### config.mk
export PLATFORM = sky130hd
export DESIGN_NAME = random_delay
export DESIGN_NICKNAME = d
export VERILOG_FILES = /design/src/rtl/reaction_pkg.sv /design/src/rtl/lfsr7.sv /design/src/rtl/random_delay.sv
export SDC_FILE = /design/constraint.sdc
export NUM_CORES = 1
export LEC_CHECK = 0
export CAP_MARGIN = 20
export CORE_AREA = 2 2 60 62
export DETAILED_ROUTE_END_ITERATION = 8
export DIE_AREA = 0 0 62 64
export MAX_ROUTING_LAYER = met4
export PLACE_DENSITY_LB_ADDON = 0.2
export SLEW_MARGIN = 20
export SYNTH_ARGS = -nofsm -noshare
export SYNTH_HDL_FRONTEND = slang
export SYNTH_SLANG_ARGS = --single-unit
### constraint.sdc
create_clock -name clk -period 2.8 [get_ports clk]
set_input_delay 0.56 -clock clk [delete_from_list [all_inputs] [get_ports clk]]
set_output_delay 0.56 -clock clk [all_outputs]
set_load 0.03 [all_outputs]
### src/rtl/reaction_pkg.sv
// reaction_pkg
// Shared definitions for the reaction-timer game: the delay FSM state
// encoding, the LFSR feedback taps and the default seed / minimum hold.
// No ports; imported by the game's RTL modules.
package reaction_pkg;

    typedef enum logic [1:0] {
        IDLE  = 2'd0,
        COUNT = 2'd1,
        DONE  = 2'd2
    } delay_state_t;

    // Feedback taps for x^7 + x^3 + 1: bits 6 and 2 of the shift register.
    localparam logic [6:0] LFSR_TAPS = 7'b100_0100;

    localparam logic [6:0] DEFAULT_SEED      = 7'h01;
    localparam int         DEFAULT_MIN_TICKS = 250;

endpackage

### src/rtl/lfsr7.sv
// lfsr7
// 7-bit Fibonacci LFSR (x^7 + x^3 + 1), shifting left, period 127.
// Ports:
//   clk  - system clock
//   rst  - asynchronous active-high reset, loads SEED
//   en   - advance one step per clk while high
//   q    - current LFSR value
module lfsr7
    import reaction_pkg::*;
#(
    parameter logic [6:0] SEED = DEFAULT_SEED
) (
    input  logic       clk,
    input  logic       rst,
    input  logic       en,
    output logic [6:0] q
);

    // SEED must be non-zero: the all-zero state would lock the register.
    always_ff @(posedge clk or posedge rst) begin
        if (rst) begin
            q <= SEED;
        end else if (en) begin
            q <= {q[5:0], ^(q & LFSR_TAPS)};
        end
    end

endmodule

### src/rtl/random_delay.sv
// random_delay
// Random hold period for the reaction-timer game. On a rising edge of
// start_delay it loads MIN_TICKS + lfsr into a down-counter, counts it down
// on the 1 ms tick enable and then emits a one-clk time_out pulse.
// Ports:
//   clk          - system clock
//   rst          - asynchronous active-high reset
//   tick         - one-clk enable pulse per ms
//   en_lfsr      - advance the LFSR one step per clk while high
//   start_delay  - level from the sequencer; rising edge starts a delay
//   time_out     - one-clk pulse when the delay expires
//   busy         - high while counting
//   delay_ticks  - last loaded delay value, held for display
module random_delay
    import reaction_pkg::*;
#(
    parameter int               LFSR_W    = 7,
    parameter int               CNT_W     = 16,
    parameter int               MIN_TICKS = DEFAULT_MIN_TICKS,
    parameter logic [LFSR_W-1:0] SEED     = DEFAULT_SEED
) (
    input  logic             clk,
    input  logic             rst,
    input  logic             tick,
    input  logic             en_lfsr,
    input  logic             start_delay,
    output logic             time_out,
    output logic             busy,
    output logic [CNT_W-1:0] delay_ticks
);

    // The LFSR sub-module is fixed at 7 bits, so LFSR_W is expected to be 7.
    logic [LFSR_W-1:0] lfsr;
    logic              start_q;
    logic              start_rise;
    delay_state_t      state;
    delay_state_t      next_state;
    logic [CNT_W-1:0]  cnt;
    logic [CNT_W-1:0]  load_value;
    logic              load;
    logic              decrement;
    logic              expire;

    lfsr7 #(
        .SEED (SEED)
    ) u_lfsr (
        .clk (clk),
        .rst (rst),
        .en  (en_lfsr),
        .q   (lfsr)
    );

    assign start_rise = start_delay & ~start_q;

    // Uses the pre-advance LFSR value even when en_lfsr is high this cycle.
    assign load_value = CNT_W'(MIN_TICKS) + CNT_W'(lfsr);

    assign busy = (state == COUNT);

    always_ff @(posedge clk or posedge rst) begin
        if (rst) begin
            state <= IDLE;
        end else begin
            state <= next_state;
        end
    end

    // A tick coinciding with the start edge is not counted because the load
    // happens in IDLE. Dropping start_delay in COUNT aborts silently; in DONE
    // the level must drop before another delay can be armed.
    always_comb begin
        next_state = state;
        load       = 1'b0;
        decrement  = 1'b0;
        expire     = 1'b0;
        unique case (state)
            IDLE: begin
                if (start_rise) begin
                    load       = 1'b1;
                    next_state = COUNT;
                end
            end
            COUNT: begin
                if (!start_delay) begin
                    next_state = IDLE;
                end else if (tick) begin
                    if (cnt <= CNT_W'(1)) begin
                        expire     = 1'b1;
                        next_state = DONE;
                    end else begin
                        decrement = 1'b1;
                    end
                end
            end
            DONE: begin
                if (!start_delay) begin
                    next_state = IDLE;
                end
            end
            default: begin
                next_state = IDLE;
            end
        endcase
    end

    // time_out is registered from expire so it lines up with busy dropping.
    always_ff @(posedge clk or posedge rst) begin
        if (rst) begin
            start_q     <= 1'b0;
            cnt         <= '0;
            delay_ticks <= '0;
            time_out    <= 1'b0;
        end else begin
            start_q  <= start_delay;
            time_out <= expire;
            if (load) begin
                cnt         <= load_value;
                delay_ticks <= load_value;
            end else if (decrement) begin
                cnt <= cnt - CNT_W'(1);
            end
        end
    end

endmodule

==> results list, run 1 <==
* Power density relative to cell area: between 800 and 900 nW/um2
- The number of clock buffers added by TritonCTS is 5.
* Clock transition at the register clock pins on the worst setup and hold paths after CTS: 0.10 ns
- Clock tree from TritonCTS: yes
- Counting flops and latches in the post-synthesis netlist gives 36.
- For this run, global-route usage on met1 was measured as 0.2722.
- The commonest cells after synthesis are sky130_fd_sc_hd__dfrtp_1, sky130_fd_sc_hd__nor2_1, sky130_fd_sc_hd__nand2_1.
* Main flop type after synthesis: sky130_fd_sc_hd__dfrtp_1
- Counting both buffers and inverters, the worst setup path holds a total of 1.
* Proportion of total power due to net switching: 0.4152
- Summed over all layers, the routed wires come to about 3600 um.
- The flow ran to the end, and the final reports show no timing, DRC or antenna violations.
* Number of antenna repair diodes: 0
* Std cell rows: 21
- Of the cells placed in the final design, the portion with a size suffix greater than 1 is 0.1566.
* Number of buffers between clock root and the deepest sink: 2
- Max-slew violation count: 0
* # Post-CTS Setup Buffers: 0
* Setup repair after global routing missed its margin: false
- The number of antenna violations at the first check in global routing came to 0.
- Pin placement for this block handled 23 I/O pins.
- In the final routed layout, each cell accounts on average for 14.55 um.
- Leak: about 0.89 nW
- For this configuration, the core starts out at a cell density of 0.5817.
- Number of enable-type register cells in the synthesized netlist: 0
* Peak ir drop on the vdd network: ~0.64 mV
- Final-report hold violation count: 0
- The finished layout holds roughly 240 standard cells, fillers aside.
- The internal portion of the total power is between 0.001 and 0.0015 W.
- Before antenna repair, the detailed router went through 4 iterations.
* Startpoint class of the critical path: flip-flop
- The share of total power dissipated in sequential elements is 0.463.
* Post-synthesis average cell area: 10.67 um2
- The H-tree was split into 2 levels.
* Met2 track demand over resource: 0.3216
- Cell types with the largest area share after synthesis: sky130_fd_sc_hd__dfrtp_1, sky130_fd_sc_hd__xor2_1, sky130_fd_sc_hd__buf_4
- Worst Tran Pin Value: 0.5880 ns
- Net total in the final layout: approximately 210
- The total overflow left after global routing is 0.
* Hold_buf cts: 0
- Overall power consumption after layout is estimated at approximately 0.0019 W.
* Class of the tightest hold or removal check: reg2reg
- The layout has 259 filler cells.
- Source-to-sink clock delay at the later pin of the worst-skew pair: ~0.34 ns
* Die Area: roughly 4000 um2
* Antenna-violating nets left: 0
* Final total negative setup slack: 0 ns
* Slowest stage cell, crit path: sky130_fd_sc_hd__clkdlybuf4s50_1
- Pin count of the biggest net entering global routing: 37
- Total of cells resized after clock tree synthesis: 0
- The clock arrives with between 0.01 and 0.015 ns of skew.
- Setup violations remaining at the end of the flow were counted as 0.
- Type of the worst setup path: reg2out
- sky130_fd_sc_hd__dfrtp_1 is the most common cell in the netlist.
* Worst-path cell chain: nor2b_1 > clkdlybuf4s50_1
* Critical path peak fanout: 9
* FMAX: 450.1 MHz
- Across all hold checks on the routed design, the worst slack comes to slightly below 0.5 ns.
* Area of the core: 3284 um2
- The cell family contributing the most delay on the critical path is buffers and inverters.
- Across every metal layer, demand over resource in global routing totals 0.2154.
* Worst max-slew margin expressed relative to the limit: 0.6059
- Share of the yosys chip area belonging to registers: 0.4722
- Final standard cell utilization of the core: 0.6549
- The worst setup path is captured at an output pin.
- Gp weighted congestion: 0.8277
* Cell accounting for the most synthesized area: sky130_fd_sc_hd__dfrtp_1
* Clock Power Share: 0.150
- During synthesis, Yosys emitted a total of 0 warnings.
- From left edge to right edge, the die measures 62 um.
- Summed over all nets, the switching power comes to about 0.00080 W.
- Clock tree sinks: 36
- # DRC: 0
- Max-cap viol count: 0
* Data arrival time of the critical path: about 1.7 ns
- The first routing iteration left roughly 60 violations.
* Combinational share of power: 0.386
* Vias in the first global route: 1,379
- The area growth from synthesis to layout is 12.57%.
- In this run, placement finished with an instance count of about 240.
- Clk Tree Root Cell: sky130_fd_sc_hd__clkbuf_4
- Period Utilization, post-route: 0.7935
* Hpwl dp: roughly 2600 um
- In this run the most used layer during global routing was met2.
* Area of the mapped netlist: between 1500 and 2000 um2
- Data on the critical path is required at its endpoint by 2.24 ns.
- Vias after detailed routing: roughly 1.4k
- Share of flip-flops with an asynchronous set or reset: 1.000
- Area fraction of the dominant cell type after synthesis: 0.4584
- Number of cells produced by synthesis: between 150 and 200
- The count of buffers added on input and output ports is 15.
- Largest stage delay on the critical path: between 0.6 and 0.7 ns
- Count of cell types in the netlist: 43
* Met3 Usage GRT: 0.06478
- First-pass GRT wire length: about 6200 um
- Tmin final: roughly 2.2 ns
* Vias/cell: ~5.7
- Chip Height: about 64 um
==> cell families after synthesis <==
family	after synthesis	share of synthesized area
simple gates	67	0.2096
flops	36	0.4722
compound gates	31	0.1257
buf+inv	17	0.05108
xor+xnor	15	0.06876
mux	9	0.05108
fa+ha+maj	3	0.01965
other cells	1	0.001963
==> worst reg2reg max path: stages, from the launching register on <==
cell and delay (ns):
sky130_fd_sc_hd__dfrtp_1 0.48, sky130_fd_sc_hd__inv_1 0.09, sky130_fd_sc_hd__ha_1 0.30, sky130_fd_sc_hd__nor3b_1 0.50, sky130_fd_sc_hd__and4_1 0.31, sky130_fd_sc_hd__nand3_1 0.10, sky130_fd_sc_hd__xor2_1 0.16, sky130_fd_sc_hd__nor2_1 0.11
==> layout make-up <==
type / instances / area, um2 / share of cell area
Timing Repair Buffer: 19 / 180.2 / 0.08377
Tap cell: 46 / 57.56 / 0.02676
Clock inverter: 2 / 10.01 / 0.004654
Inverter: 3 / 11.26 / 0.005236
Sequential cell: 36 / 902.1 / 0.4194
Multi-Input combinational cell: 132 / 938.4 / 0.4363
Clock buffer: 6 / 51.30 / 0.02385
==> power by group through the flow <==
stage / registers, W / logic [W] / clock network [W]
detailed placement: 0.000895 / 0.000745 / 0
global placement: 0.000881 / 0.000730 / 0
finish: 0.000890 / 0.000743 / 0.000289
floorplan: 0.000954 / 0.000444 / 0
CTS: 0.000886 / 0.000748 / 0.000300
global route: 0.000917 / 0.000814 / 0.000327
==> sequential cells by signal, summed over array words and instances (netlist names) <==
| register | cells |
|---|---|
| time_out | 1 |
| start_q | 1 |
| cnt | 16 |
| state | 2 |
| delay_ticks | 9 |
| u_lfsr.q | 7 |
==> layer usage <==
layer / wire length (um) / vias to the layer above / part of all wire
met5: 0 / - / 0
met4: 29 / 0 / 0.0082
met3: 164 / 5 / 0.046
met2: 1822 / 31 / 0.51
met1: 1534 / 678 / 0.43
li1: - / 670 / -
==> per-stage QoR <==
step                area (um2)  setup slack (ns)
floorplan                 1933             1.004
global placement          2090            0.4943
detailed placement        2090            0.4200
CTS                       2151            0.5752
global route              2151            0.4912
finish                    2151            0.5782
==> layout by cell type, fill, tap and decap left out, drive strengths merged, types with 2 or more instances in the layout <==
| cell | netlist | layout |
|---|---|---|
| o2111ai | 2 | 2 |
| nor2b | 2 | 2 |
| a21oi | 9 | 9 |
| conb | 1 | 7 |
| o21ai | 7 | 7 |
| inv | 3 | 3 |
| or3 | 4 | 4 |
| nor3 | 3 | 3 |
| or4 | 4 | 4 |
| nand3 | 7 | 7 |
| clkbuf | 5 | 6 |
| clkinv | 0 | 2 |
| dfrtp | 35 | 35 |
| nand2b | 3 | 3 |
| mux2i | 3 | 3 |
| nor2 | 17 | 17 |
| mux2 | 6 | 6 |
| nand4b | 2 | 2 |
| ha | 3 | 3 |
| clkdlybuf4s50 | 0 | 15 |
| xnor2 | 7 | 7 |
| nand2 | 15 | 15 |
| xor2 | 8 | 8 |
| nor4 | 6 | 6 |
| o211ai | 5 | 5 |
| buf | 9 | 4 |
==> worst paths after layout <==
kind | slack (ns) | to | cells past startpoint | start
max | 0.58 | busy | 2 | state[0]
min | 0.49 | delay_ticks[0] | 2 | delay_ticks[0]
max reg2reg | 0.69 | cnt[12] | 7 | cnt[0]
min reg2reg | 0.49 | delay_ticks[0] | 2 | delay_ticks[0]
max in group asynchronous | 1.86 | u_lfsr.q[0] | 3 | rst
min in group asynchronous | 0.60 | cnt[8] | 3 | rst
No activity file was read; power rests on OpenSTA's default activity.
==> run 2, diff against run 1 <==
- CORE_AREA: 2 2 60 62 -> 2 2 65 67
- DIE_AREA: 0 0 62 64 -> 0 0 67 69
- clock period: 2.8 -> 1.85 ns (I/O delays scaled with it)
==> results list, run 2 (synthesis gave the netlist of run 1 again) <==
* Run status: complete, no violations
- The critical path starts at cnt[0].
- Antenna violations before repair: 0
- Detailed placement finished with a half-perimeter wire length of 2764 um.
* Clock tree sinks: 36
- Routed wire per std cell: between 15 and 20 um
* Placed cell area: approximately 2200 um2
- Counting the fill cells in the layout gives 340.
* Clk Tree Root Cell: sky130_fd_sc_hd__clkbuf_8
* Vias/cell: approximately 5.4
- In this run the critical register-to-register path is captured at cnt[15].
* R2R Path Start: cnt[0]
- Sequential standard cell area: 902.1 um2
- DIE WIDTH: about 67 um
* Largest stage delay on the critical path: between 0.4 and 0.5 ns
- On the critical path the largest part of the delay comes from simple AND/OR/NAND/NOR gates.
- Leak: approximately 1 nW
- Register-to-register setup slack: 0.07 ns
- Entering global routing, the biggest net connects 37 pins.
- The path class of the tightest hold or removal check is in2async.
- The worst setup path is of the reg2reg kind.
* Startpoint class of the critical path: flip-flop
- First-pass GRT wire length: 6755 um
* Vias in the first global route: 1,498
- Setup repair after global routing missed its margin: true
- On the final layout, the worst clock skew is 0.005434 ns.
- Final design area excluding fillers: approximately 2400 um2
- Clock tree from TritonCTS: yes
- Register bank with the most flops: cnt
* Clock buffers created by TritonCTS: 5
- The floorplan step defined a die boundary enclosing about 4600 um2.
* Power density relative to cell area: approximately 1300 nW/um2
* Final standard cell utilization of the core: 0.6141
* Required time of the worst setup path: slightly above 2 ns
- Worst hold margin: approximately 0.42 ns
* Htree depth: 2
* Input/output buffers: 15
* Vias after detailed routing: about 1.5k
- Number of antenna repair diodes: 0
- # DRC: 0
- Worst reg-to-reg path cell count: 7
- Measured along the y axis, the die boundary spans approximately 69 um.
- In the final layout, the share of cells above drive strength 1 is 0.2706.
* Count of endpoints failing setup in the final report: 0
- Data arrives at the worst endpoint at between 1.5 and 2 ns.
- For this run the aggregate overflow at the end of global routing stands at 0.
- The largest registers in the layout are cnt (16), delay_ticks (9), u_lfsr.q (7).
* Number of flip-flops under the largest register name: 16
- After the last flow step, the layout net total stands at 225.
- Buf/Inv on CP: 2
- Gp weighted congestion: just under 0.9
- Critical path capture point type: flip-flop
- Most frequent cells in the layout: sky130_fd_sc_hd__dfrtp_1, sky130_fd_sc_hd__buf_4, sky130_fd_sc_hd__nor2_1
- Source-to-sink clock delay at the later pin of the worst-skew pair: 0.28 ns
- The tool flagged a number of max-cap violations equal to 0.
* Slowest stage cell, crit path: sky130_fd_sc_hd__dfrtp_1
* Area of the core: 3914 um2
- Number of buffers between clock root and the deepest sink: 2
* Most common cell after layout, fill and taps aside: sky130_fd_sc_hd__dfrtp_1
- Dividing the final minimum period by the clock period gives 0.9634.
- For this run, the detailed router's first-pass iteration total came to 4.
- Aggregate global-route resource usage: 0.1921
* Final total power: roughly 0.0032 W
- Worst-path cell chain: buf_6 > nor4_4 > nand2_2 > buf_4 > nor4_2 > xnor2_1 > nor2_1
- Summed over all layers, the routed wires come to a little over 4000 um.
- Summing all multi-input logic gate instances after layout gives between 900 and 1000 um2.
- Final total negative setup slack: 0 ns
- Tmin final: approximately 1.8 ns
* Critical path peak fanout: 5
- Max-slew violation count: 0
- Clock-pin slew was measured on the worst setup and hold paths at about 0.080 ns.
- Final-report hold violation count: 0
- Critical Path End: cnt[15]
- Depth of the critical timing path with buffers and inverters included: 7
* Initial core utilization: 0.4882
- Std cell rows: 23
- VDD sags by at most around 0.88 mV.
* Violation count after the first detailed-routing iteration: just over 80
* Area growth, synth to finish: 25.80%
- Number of top-level design ports: 23
- Antenna-violating nets left: 0
- FMAX: between 500 and 600 MHz
-- run 2: where the power goes --
part	leakage (nW)	switching (W)	internal, W	total, W
Sequential	0.443	0.000305	0.00104	0.00134
Clock	0.0434	0.000289	0.000301	0.000591
Combinational	0.513	0.000709	0.000584	0.00129
-- run 2: repair_timing --
action,4_1_cts,5_1_grt
setup endpoints to repair,1,13
resized for setup,1,10
hold buffers,0,0
buffers inserted,0,3
pin swaps,0,5
cloned,0,1
-- run 2: how the worst min path moves through the flow --
stage                   startpoint              to
global route                   rst  delay_ticks[1]
detailed placement  delay_ticks[8]  delay_ticks[8]
floorplan              start_delay         start_q
CTS                            rst  delay_ticks[3]
finish                         rst        state[1]
global placement    delay_ticks[2]  delay_ticks[2]
-- run 2: worst register-to-register path: stages, from the launching register on --
cell,delay (ns)
sky130_fd_sc_hd__dfrtp_1,0.43
sky130_fd_sc_hd__buf_6,0.14
sky130_fd_sc_hd__nor4_4,0.33
sky130_fd_sc_hd__nand2_2,0.15
sky130_fd_sc_hd__buf_4,0.16
sky130_fd_sc_hd__nor4_2,0.29
sky130_fd_sc_hd__xnor2_1,0.15
sky130_fd_sc_hd__nor2_1,0.05
-- run 2: metal layers --
metal  track usage  vias up  wire, um
li1              -      705         -
met1        0.2442      717      1867
met2        0.2937       25      2082
met3       0.04078        6        98
met4       0.08163        0        58
met5             -        -         0
-- run 2: area by class of cell --
cell class / instances / area share
timing repair buffer: 38 / 0.1458
sequential: 36 / 0.3753
clock buffer: 6 / 0.03436
multi-input combinational: 133 / 0.4076
clock inverter: 2 / 0.006247
tap: 50 / 0.02603
inverter: 3 / 0.004685
-- run 2: per-stage QoR --
stage | instances | setup WS [ns]
CTS | 264 | 0.02297
global route | 268 | -0.009857
detailed placement | 256 | -0.1839
finish | 268 | 0.06764
floorplan | 185 | 0.05385
global placement | 256 | -0.1552
==> run 3, diff against run 2 <==
- CTS_CLUSTER_SIZE: not set -> 25
- SKIP_CTS_REPAIR_TIMING: not set -> 1
==> results list, run 3 (synthesis gave the netlist of run 1 again) <==
* Run status: complete, no violations
- Across the routed clock network, the largest skew measured is 0.005343 ns.
- In the final routing, the length of wire on met1 measures ~1900 um.
- After layout, the minimum clock period comes to ~1.8 ns.
- On the worst path, the slowest cell contributes a delay of ~0.43 ns.
- cnt holds more flip-flops than any other register.
* Die Area: 4623 um2
- Detailed routing placed a total of roughly 100 um of wire on met3.
- Initial core utilization: 0.4882
- Largest delay share family, worst path: simple AND/OR/NAND/NOR gates
* Net total in the final layout: 225
- Hpwl dp: between 2000 and 3000 um
* Drt total wl: slightly above 4000 um
- The root buffer cell chosen for the clock tree is sky130_fd_sc_hd__clkbuf_8.
- TritonCTS built the clock tree.
- Power density relative to cell area: approximately 1300 nW/um2
- The first detailed-routing pass took 4 iterations.
- Entering global routing, the biggest net connects 37 pins.
- Once layout is complete, the utilization of the core stands at 0.6151.
- Ratio of cells with drive above 1 in the final layout: 0.2706
- The via count of the first global-routing pass is between 1k and 1.5k.
- Most frequent cells in the layout: sky130_fd_sc_hd__dfrtp_1, sky130_fd_sc_hd__buf_4, sky130_fd_sc_hd__nor2_1
- Data on the critical path is required at its endpoint by approximately 2.0 ns.
* Number of antenna repair diodes: 0
- Critical path peak fanout: 5
* Std cell rows: 23
- Detailed routing inserted a total of 1,453 vias.
* Htree depth: 2
- Clock-pin slew was measured on the worst setup and hold paths at 0.08 ns.
- Met2 Routed Length: approximately 2100 um
- The first global-routing pass estimated roughly 6800 um of wire.
- Antenna violations before repair: 0
- Violation count after the first detailed-routing iteration: just over 80
- Number of top-level design ports: 23
- Type of the worst setup path: reg2reg
- Chip Height: approximately 69 um
- In the routed design, unresolved DRC markers number 0.
- Leak: between 1 and 1.5 nW
- Clock latency on the worst-skew pair, taken at its later pin, is between 0.2 and 0.3 ns.
- Count of endpoints failing setup in the final report: 0
- Counting the buffers created by CTS gives 5.
* Worst-path cell chain: buf_6 > nor4_4 > nand2_2 > buf_4 > nor4_2 > xnor2_1 > nor2_1
- In the global route stage, overall resource usage came out at 0.1921.
* Startpoint class of the critical path: flip-flop
- The congestion estimate from routability-driven global placement came to between 0.8 and 0.9.
- Area growth, synth to finish: 26.00%
- Clock tree sinks: 36
- Period Utilization, post-route: 0.9636
- Most common cell after layout, fill and taps aside: sky130_fd_sc_hd__dfrtp_1
* Data arrival time of the critical path: 1.96 ns
- Dividing the detail-routed wire length by the instance count gives 15.30 um.
* Peak ir drop on the vdd network: between 0.8 and 0.9 mV
- Largest registers: cnt (16), delay_ticks (9), u_lfsr.q (7)
* Final-report hold violation count: 0
- Max-slew violation count: 0
- Number of flip-flops under the largest register name: 16
* Class of the tightest hold or removal check: in2async
- Max-cap violations in this run came to 0.
* Critical path capture point type: flip-flop
* Topmost layer with routed signal wires: met4
* FMAX: around 560 MHz
* DIE WIDTH: between 60 and 70 um
* Setup repair after global routing missed its margin: true
- Antenna-violating nets left: 0
- Buf/Inv on CP: 2
* Area of the core: 3914 um2
- Hold timing on the final database bottoms out at a slack of 0.4230 ns.
- Number of buffers between clock root and the deepest sink: 2
- Input/output buffers: 15
* Slowest stage cell, crit path: sky130_fd_sc_hd__dfrtp_1
* Aggregate global routing overflow: 0
- After detailed routing, the number of vias per cell comes to approximately 5.4.
==> run 3: cell types whose count changed in the layout (fill, tap and decap cells not counted), sizes merged <==
cell / delta
dlymetal6s2s: +1
dlygate4sd2: -1
==> run 3: worst register-to-register path, delay by kind of cell (launching register included) <==
kind / cells / cell delay [ns]
flip-flops: 1 / 0.43
buffers and inverters: 2 / 0.30
XOR/XNOR: 1 / 0.15
AND/OR/NAND/NOR: 4 / 0.82
==> run 3: layout make-up <==
class | count | area (um2)
timing repair buffer | 38 | 354.1
multi-input combinational | 133 | 979.7
fill | 338 | 1506
tap | 50 | 62.56
inverter | 3 | 11.26
clock inverter | 2 | 15.01
sequential | 36 | 902.1
clock buffer | 6 | 82.58
==> run 3: final timing paths <==
path	startpoint	depth (start not counted)	slack [ns]	end
worst max-delay path	cnt[0]	7	0.07	cnt[15]
worst min-delay path	rst	3	0.42	state[1]
worst max register to register	cnt[0]	7	0.07	cnt[15]
worst min register to register	delay_ticks[2]	2	0.48	delay_ticks[2]
max in group asynchronous	rst	3	1.17	u_lfsr.q[0]
min in group clk	delay_ticks[2]	2	0.48	delay_ticks[2]
==> run 3: per-layer routing <==
metal / track usage / up-vias
met2: 0.2937 / 25
met3: 0.04078 / 6
met1: 0.2442 / 717
li1: - / 705
met5: - / -
met4: 0.08163 / 0
==> run 3: power by group <==
group	total [W]	switching, W	leakage [nW]	internal [W]
combinational	0.00129	0.000709	0.523	0.000584
clock	0.000591	0.000289	0.0434	0.000301
sequential	0.00134	0.000305	0.443	0.00104
total	0.00322	0.00130	1.01	0.00192
==> run 3: stage by stage <==
stage | cell area (um2) | setup slack (ns) | TNS (ns) | cells | power (W)
2_1_floorplan | 1933 | 0.05385 | 0 | 185 | 0.002116
3_3_place_gp | 2240 | -0.1552 | -0.8406 | 256 | 0.002507
6_report | 2407 | 0.06730 | 0 | 268 | 0.003223
5_1_grt | 2407 | -0.009857 | -0.01559 | 268 | 0.003425
3_5_place_dp | 2240 | -0.1839 | -1.441 | 256 | 0.002552
4_1_cts | 2337 | -0.1383 | -0.1383 | 264 | 0.003156
